==> src/rtl/citadel_auth_pkg.sv <==
// citadel_auth_pkg: shared state encodings and widths for the Sentinel auth controller
package citadel_auth_pkg;
    typedef logic [2:0] state_t;
    localparam state_t ST_IDLE    = 3'd0;
    localparam state_t ST_COMPARE = 3'd1;
    localparam state_t ST_GRANT   = 3'd2;
    localparam state_t ST_DENY    = 3'd3;
    localparam state_t ST_LOCKOUT = 3'd4;
    localparam int DEF_KEY_W = 8;
    localparam int FAIL_W    = 4;
endpackage

==> src/rtl/sentinel_down_timer.sv <==
// sentinel_down_timer: loadable down-counter that stops at zero, shared by grant and lockout
module sentinel_down_timer #(
    parameter int W = 4
) (
    input  logic         clk,
    input  logic         rst,
    input  logic         load,
    input  logic [W-1:0] load_value,
    input  logic         tick,
    output logic         zero
);
    logic [W-1:0] count;
    // load wins over tick; counting stops at zero so an idle timer never wraps
    always_ff @(posedge clk or posedge rst)
        if (rst) count <= '0;
        else if (load) count <= load_value;
        else if (tick && count != '0) count <= count - W'(1);
    assign zero = count == '0;
endmodule

==> src/rtl/sentinel_auth_ctrl.sv <==
// sentinel_auth_ctrl: sequences key compare, timed grant, failure counting and lockout
module sentinel_auth_ctrl
    import citadel_auth_pkg::*;
#(
    parameter int KEY_W        = DEF_KEY_W,
    parameter int MAX_FAIL     = 3,
    parameter int GRANT_CYCLES = 8,
    parameter int LOCK_CYCLES  = 16
) (
    input  logic              clk,
    input  logic              r,
    input  logic [KEY_W-1:0]  key_in,
    input  logic              key_valid,
    output logic              key_ready,
    input  logic              wipe,
    output logic [KEY_W-1:0]  cmp_key,
    output logic              cmp_en,
    input  logic              cmp_match,
    output logic              granted,
    output logic              denied,
    output logic              locked,
    output logic [FAIL_W-1:0] fail_count
);
    localparam int MAX_CYC = GRANT_CYCLES > LOCK_CYCLES ? GRANT_CYCLES : LOCK_CYCLES;
    localparam int TW      = MAX_CYC > 1 ? $clog2(MAX_CYC) : 1;
    state_t            state, state_nx;
    logic [KEY_W-1:0]  key_nx;
    logic [FAIL_W-1:0] fail_nx;
    logic              tmr_load, tmr_zero;
    logic [TW-1:0]     tmr_value;
    logic              last_miss;
    assign last_miss = fail_count + FAIL_W'(1) == FAIL_W'(MAX_FAIL);
    sentinel_down_timer #(.W(TW)) u_timer (
        .clk        (clk),
        .rst        (r),
        .load       (tmr_load),
        .load_value (tmr_value),
        .tick       (state == ST_GRANT || state == ST_LOCKOUT),
        .zero       (tmr_zero)
    );
    // next state, held key and failure count; wipe beats acceptance and compare result
    always_comb begin
        state_nx  = state;
        key_nx    = cmp_key;
        fail_nx   = fail_count;
        tmr_load  = 1'b0;
        tmr_value = TW'(GRANT_CYCLES - 1);
        case (state)
            ST_IDLE:
                if (wipe) key_nx = '0;
                else if (key_valid) begin
                    state_nx = ST_COMPARE;
                    key_nx   = key_in;
                end
            ST_COMPARE:
                if (wipe) begin
                    state_nx = ST_IDLE;
                    key_nx   = '0;
                end else if (cmp_match) begin
                    state_nx = ST_GRANT;
                    fail_nx  = '0;
                    tmr_load = 1'b1;
                end else if (last_miss) begin
                    state_nx  = ST_LOCKOUT;
                    fail_nx   = FAIL_W'(MAX_FAIL);
                    tmr_load  = 1'b1;
                    tmr_value = TW'(LOCK_CYCLES - 1);
                end else begin
                    state_nx = ST_DENY;
                    fail_nx  = fail_count + FAIL_W'(1);
                end
            ST_GRANT:
                if (wipe || tmr_zero) begin
                    state_nx = ST_IDLE;
                    key_nx   = '0;
                end
            ST_LOCKOUT:
                if (tmr_zero) begin
                    state_nx = ST_IDLE;
                    key_nx   = '0;
                    fail_nx  = '0;
                end
            default: begin
                state_nx = ST_IDLE;
                key_nx   = '0;
            end
        endcase
    end
    // state, held key and failure count; Tactical Wipe reset clears everything at once
    always_ff @(posedge clk or posedge r)
        if (r) begin
            state      <= ST_IDLE;
            cmp_key    <= '0;
            fail_count <= '0;
        end else begin
            state      <= state_nx;
            cmp_key    <= key_nx;
            fail_count <= fail_nx;
        end
    assign key_ready = state == ST_IDLE;
    assign cmp_en    = state == ST_COMPARE;
    assign granted   = state == ST_GRANT;
    assign denied    = state == ST_DENY;
    assign locked    = state == ST_LOCKOUT;
endmodule

==> config.mk <==
export PLATFORM = sky130hd
export DESIGN_NAME = sentinel_auth_ctrl
export DESIGN_NICKNAME = d
export VERILOG_FILES = /design/src/rtl/citadel_auth_pkg.sv /design/src/rtl/sentinel_down_timer.sv /design/src/rtl/sentinel_auth_ctrl.sv
export SDC_FILE = /design/constraint.sdc
export NUM_CORES = 1
export LEC_CHECK = 0
export ABC_CLOCK_PERIOD_IN_PS = 2200
export CAP_MARGIN = 15
export CORE_UTILIZATION = 47
export DETAILED_ROUTE_END_ITERATION = 6
export PLACE_DENSITY_LB_ADDON = 0.2
export SYNTH_ARGS = -nofsm -noshare
export SYNTH_HDL_FRONTEND = slang
export SYNTH_SLANG_ARGS = --single-unit
==> constraint.sdc <==
create_clock -name clk -period 2.2 [get_ports clk]
set_clock_uncertainty 0.2 [all_clocks]
set_input_delay 0.22 -clock clk [delete_from_list [all_inputs] [get_ports clk]]
set_output_delay 0.22 -clock clk [all_outputs]
set_load 0.005 [all_outputs]
---- Word-level counts from Yosys, hierarchy flattened ----
Index checks and enable logic that the tools add are counted.
operators by class
  $add $sub $neg .......................... 2
  eq/ne operators ......................... 12
  muxes and demuxes ....................... 29
  reduce and logical (&&, ||, !) cells .... 11
operator list
  cell                                                                 number
  4-bit 2-to-1 mux                                                     10
  8-bit 2-to-1 mux                                                     5
  8-bit case mux with 4 select lines                                   1
  3-bit 2-to-1 mux                                                     7
  3-bit case mux with 4 select lines                                   1
  2-bit != test (second input constant)                                4
  4-bit case mux with 2 select lines                                   1
  4-bit AND reduction                                                  2
  3-bit by 2-bit == test with 1-bit output (second input constant)     2
  4-bit by 1-bit adder with 4-bit output (second input constant)       1
  4-bit by 2-bit == test with 1-bit output (second input constant)     1
  4-bit logical NOT                                                    1
  1-bit 2-to-1 mux                                                     4
  2-bit by 1-bit != test with 1-bit output (second input constant)     2
  2-bit nonzero test                                                   2
  4-bit nonzero test                                                   1
  4-bit by 1-bit subtractor with 4-bit output (second input constant)  1
  3-bit by 1-bit == test with 1-bit output (second input constant)     1
  3-bit == test (second input constant)                                1
  3-bit logical NOT                                                    1
  3-bit by 2-bit != test with 1-bit output (second input constant)     1
  3-bit AND reduction                                                  1
  1-bit logical OR                                                     2
  1-bit logical AND                                                    1
word-level totals
  register bits ........................... 19
  input port bits ......................... 13
  output and inout bits ................... 17
  word-level logic and storage cells ...... 58

---- Longest topological paths before layout ----
  depth after elaboration ................. 7
  gate-level depth with buffers ........... 6
  mapped depth without buffers ............ 6

---- Hierarchy ----
A second synthesis with hierarchy kept.
second synthesis, totals
  cell total of the unflattened synthesis .. 106
  area total of the unflattened synthesis .. 1074.8 um^2
by module, submodules not included
  module               instances  cells each  area an instance (um^2)  seq. area each (um^2)
  sentinel_auth_ctrl   1          78          813.3                    375.4
  sentinel_down_timer  1          28          261.5                    100.1

---- Worst setup path after synthesis ----
OpenSTA, ideal clock, no wires.
  path type ............................... flip-flop to flip-flop
  start ................................... register u_timer.count[0]
  end ..................................... register cmp_key[0]
  setup time .............................. 0.079 ns
  data arrival time ....................... 1.577 ns
  required time ........................... 1.921 ns
  setup slack ............................. 0.343 ns
  cell stages (with the launch flop) ...... 7
  path buffers ............................ 0
  period minus slack after synthesis ...... 1.857 ns
  cells stage by stage .................... dfrtp_1 -> inv_1 -> ha_1 -> nor3b_2 -> nor2_1 -> a21oi_2 -> mux2i_1
between the ends
  longest elaborated chain between the ends .. 4
  elaborated cells on any way between the ends .. 5
  classes of those cells .................. eq/ne (2); reduce/logical (3)
ends and longest elaborated chain
  what                                                line                       RTL
  start: declaration                                  sentinel_down_timer.sv:12  logic [W-1:0] count;
  start signal: assignment                            sentinel_down_timer.sv:16  else if (load) count <= load_value;
  start signal: assignment                            sentinel_down_timer.sv:17  else if (tick && count != '0) count <= count - W'(1);
  4-bit logical NOT *                                 sentinel_down_timer.sv:18  assign zero = count == '0;
  1-bit logical OR                                    sentinel_auth_ctrl.sv:73   if (wipe || tmr_zero) begin
  2-bit by 1-bit != test with 1-bit output (no line)  n/a
  4-bit AND reduction (no line) *                     n/a
  end signal: assignment                              sentinel_auth_ctrl.sv:97   cmp_key <= key_nx;
  end: declaration                                    sentinel_auth_ctrl.sv:16   output logic [KEY_W-1:0] cmp_key,
Every way passes the cells marked *; elsewhere a longest branch is shown, timed or not.
A chain may end at the register's enable or synchronous reset.

---- Worst setup path in the final report ----
  start ................................... register state[2]
  end ..................................... output port granted
between the ends
  longest elaborated chain between the ends .. 1
ends and longest elaborated chain
  what                                      line                       RTL
  start: declaration                        sentinel_auth_ctrl.sv:26   state_t state, state_nx;
  start signal: assignment                  sentinel_auth_ctrl.sv:96   state <= state_nx;
  3-bit by 2-bit == test with 1-bit output  sentinel_auth_ctrl.sv:102  assign granted = state == ST_GRANT;
  end: declaration                          sentinel_auth_ctrl.sv:19   output logic granted,
Every way passes these cells.

==> results.sh <==
export IMPL_status="finished, final reports clean"
export IMPL_worstPathMaxFanout=10
export IMPL_synthCells=117
export IMPL_synth_most_common_cell="dfrtp_1"
export IMPL_synthTopCellsByCount="dfrtp_1, nand2_1, inv_1, mux2i_1, o21ai_0"
export IMPL_dpl_cell_area_mm2=0.00145
export IMPL_die_w_um=51.0
export IMPL_ys_ff_latch=19
export IMPL_nets=168
export IMPL_slew_headroom_pct=41.6
export IMPL_avgViaCountPerCell=5.55
export IMPL_antenna_found_initial=0
export IMPL_std_cell_rows=17
export IMPL_final_cells=179
export IMPL_setup_worst_path_end_class="output port"
export IMPL_leakagePower_nw=0.633
export IMPL_reg2reg_to="cmp_key[4]"
export IMPL_grt_pass1_vias=1006
export IMPL_async_flop_share_pct=100
export IMPL_r2r_slack_ps=150
export IMPL_start_util_pct=50.5
export IMPL_synth_area_leaders="dfrtp_1, mux2i_1, nand2_1"
export IMPL_gr_total_overflow=0
export IMPL_fin_tns_setup_ps=0
export IMPL_hold_viol_final=0
export IMPL_synth_cell_types=38
export IMPL_synth_top_area_cell="dfrtp_1"
export IMPL_area_growth_pct=32.6
export IMPL_worstPathRequired_ps=1780
export IMPL_drive_above_1_share_pct=11.9
export IMPL_grt_max_degree=20
export IMPL_max_cap_viol_count=0
export IMPL_finalPower_mw=1.42
export IMPL_vdd_ir_drop_max_v=0.000633
export IMPL_ant_nets=0
export IMPL_final_max_slew_viol_count=0
export IMPL_ys_warn_count=0
export IMPL_clk_pin_slew_ps=110
export IMPL_drt_iter0_drc=12
export IMPL_arrival_ps=1640
export IMPL_power_density_mw_per_mm2=947
export IMPL_dieArea_mm2=0.00260
export IMPL_critical_path_class="reg2out"
export IMPL_worstMarginPinSlew_ps=853
export IMPL_period_minus_slack_ps=2060
export IMPL_fin_ws_ps=141
export IMPL_htreeDepth=1
export IMPL_fmax_ghz=0.486
export IMPL_reg2reg_depth=4
export IMPL_final_cell_area_mm2=0.00150
export IMPL_netlist_area_mm2=0.00113
export IMPL_postSynthAreaPerCell_um2=9.64
export IMPL_numCtsBuffers=3
export IMPL_diodes=0
export IMPL_cts_tree="built"
export IMPL_fp_coreArea_mm2=0.00223
export IMPL_dp_slack_ps=103
export IMPL_port_buffer_count=29
export IMPL_gp_congestion=0.781
export IMPL_worstSetupStartpointType="flop"
export IMPL_routedWlPerCell_um=14.4
export IMPL_cts_path_max_buffers=2
export IMPL_clkLatencyLatePin_ps=290
export IMPL_vias=993
export IMPL_hold_path_class="in2async"
export IMPL_synth_flop_cell="dfrtp_1"
export IMPL_r2r_start="state[0]"
export IMPL_cts_root_buffer="clkbuf_4"
export IMPL_startpoint="state[2]"
export IMPL_endpoint="granted"
export IMPL_dpl_hpwl_mm=1.90
export IMPL_groute_usage_overall_pct=23.2
export IMPL_drt_wl_total_mm=2.58
export IMPL_synth_edf_count=0
export IMPL_grt_pass1_wl_mm=4.55
export IMPL_clock_sinks=19
export IMPL_drc=0
export IMPL_ys_seq_area_share_pct=42.2
export IMPL_postLayoutCoreUtil_pct=66.9
export IMPL_final_period_utilization_pct=93.6
export IMPL_setup_viol=0
export IMPL_cts_hold_buf=0
export IMPL_io_pins=30
export IMPL_hold_ws_ps=127
export IMPL_die_height_um=51.0
export IMPL_syn_num_nets=133
export IMPL_dp_cells=175
export IMPL_firstDrtPassIters=4
export IMPL_yosysTopAreaCellShare_pct=42.2
## area by class of cell
| class | count | area [µm²] |
|---|---|---|
| Fill cell | 194 | 738 |
| Multi-Input combinational cell | 81 | 582 |
| Sequential cell | 19 | 479 |
| Timing Repair Buffer | 33 | 320 |
| Inverter | 14 | 52.6 |
| Tap cell | 28 | 35.0 |
| Clock buffer | 4 | 26.3 |
## worst min-delay path by stage
stage | from | endpoint | slack (ps) | depth (start not counted)
2_1_floorplan | r | cmp_key[0] | -30 | 1
3_3_place_gp | cmp_key[5] | cmp_key[5] | 310 | 2
3_5_place_dp | u_timer.count[1] | u_timer.count[1] | 300 | 2
4_1_cts | r | cmp_key[7] | 150 | 2
5_1_grt | r | cmp_key[1] | 200 | 2
6_report | r | fail_count[3] | 130 | 2
## critical path, stage by stage (launching register included)
cell	delay, ps
dfrtp_2	500
nand2b_1	210
nor2_1	110
clkdlybuf4s50_1	520
## registers in the layout (all words and copies together) (netlist names)
name	flops
cmp_key	8
u_timer.count	4
fail_count	4
state	3
## layout by cell type (no fill, tap or decap), drive strengths merged, types with 2 or more instances in the layout
| master | n |
|---|---|
| clkdlybuf4s50 | 29 |
| dfrtp | 19 |
| nand2 | 15 |
| inv | 14 |
| mux2i | 10 |
| o21ai | 10 |
| nor2 | 6 |
| buf | 4 |
| a21oi | 4 |
| clkbuf | 4 |
| nor3 | 3 |
| xnor2 | 3 |
| ha | 3 |
| nor4b | 3 |
| and2 | 2 |
| nand2b | 2 |
| nor3b | 2 |
| or3 | 2 |
| nor4 | 2 |
## cell families (layout without fill, tap and decap cells)
family | count (synthesis) | count (layout) | share of synthesized area, %
AND/OR/NAND/NOR | 42 | 42 | 22.9
AO/OA/AOI/OAI | 23 | 23 | 13.1
flip-flops | 19 | 19 | 42.2
buffers and inverters | 17 | 51 | 7.33
multiplexers | 10 | 10 | 8.88
adder cells (fa/ha/maj) | 3 | 3 | 3.33
XOR/XNOR | 3 | 3 | 2.33
## report_power, final
part	internal, mW	leakage [nW]	switching, mW	total (mW)
logic	0.362	0.377	0.274	0.636
clock network	0.0706	0.0150	0.107	0.178
registers	0.463	0.241	0.140	0.603
## routing by layer
metal	wire length (µm)	up-vias	share of wire [%]	GRT usage (%)
li1	-	475	-	-
met4	14	0	0.54	5.56
met3	90	2	3.5	4.46
met5	0	-	0	0
met1	1170	500	45	29.4
met2	1300	16	51	40.4
## repair_timing
action,4_1_cts,5_1_grt
setup endpoints to repair,1,4
setup buffers,0,0
gates resized for setup,2,3
gates cloned,0,0
No activity file was read; power rests on OpenSTA's default activity.
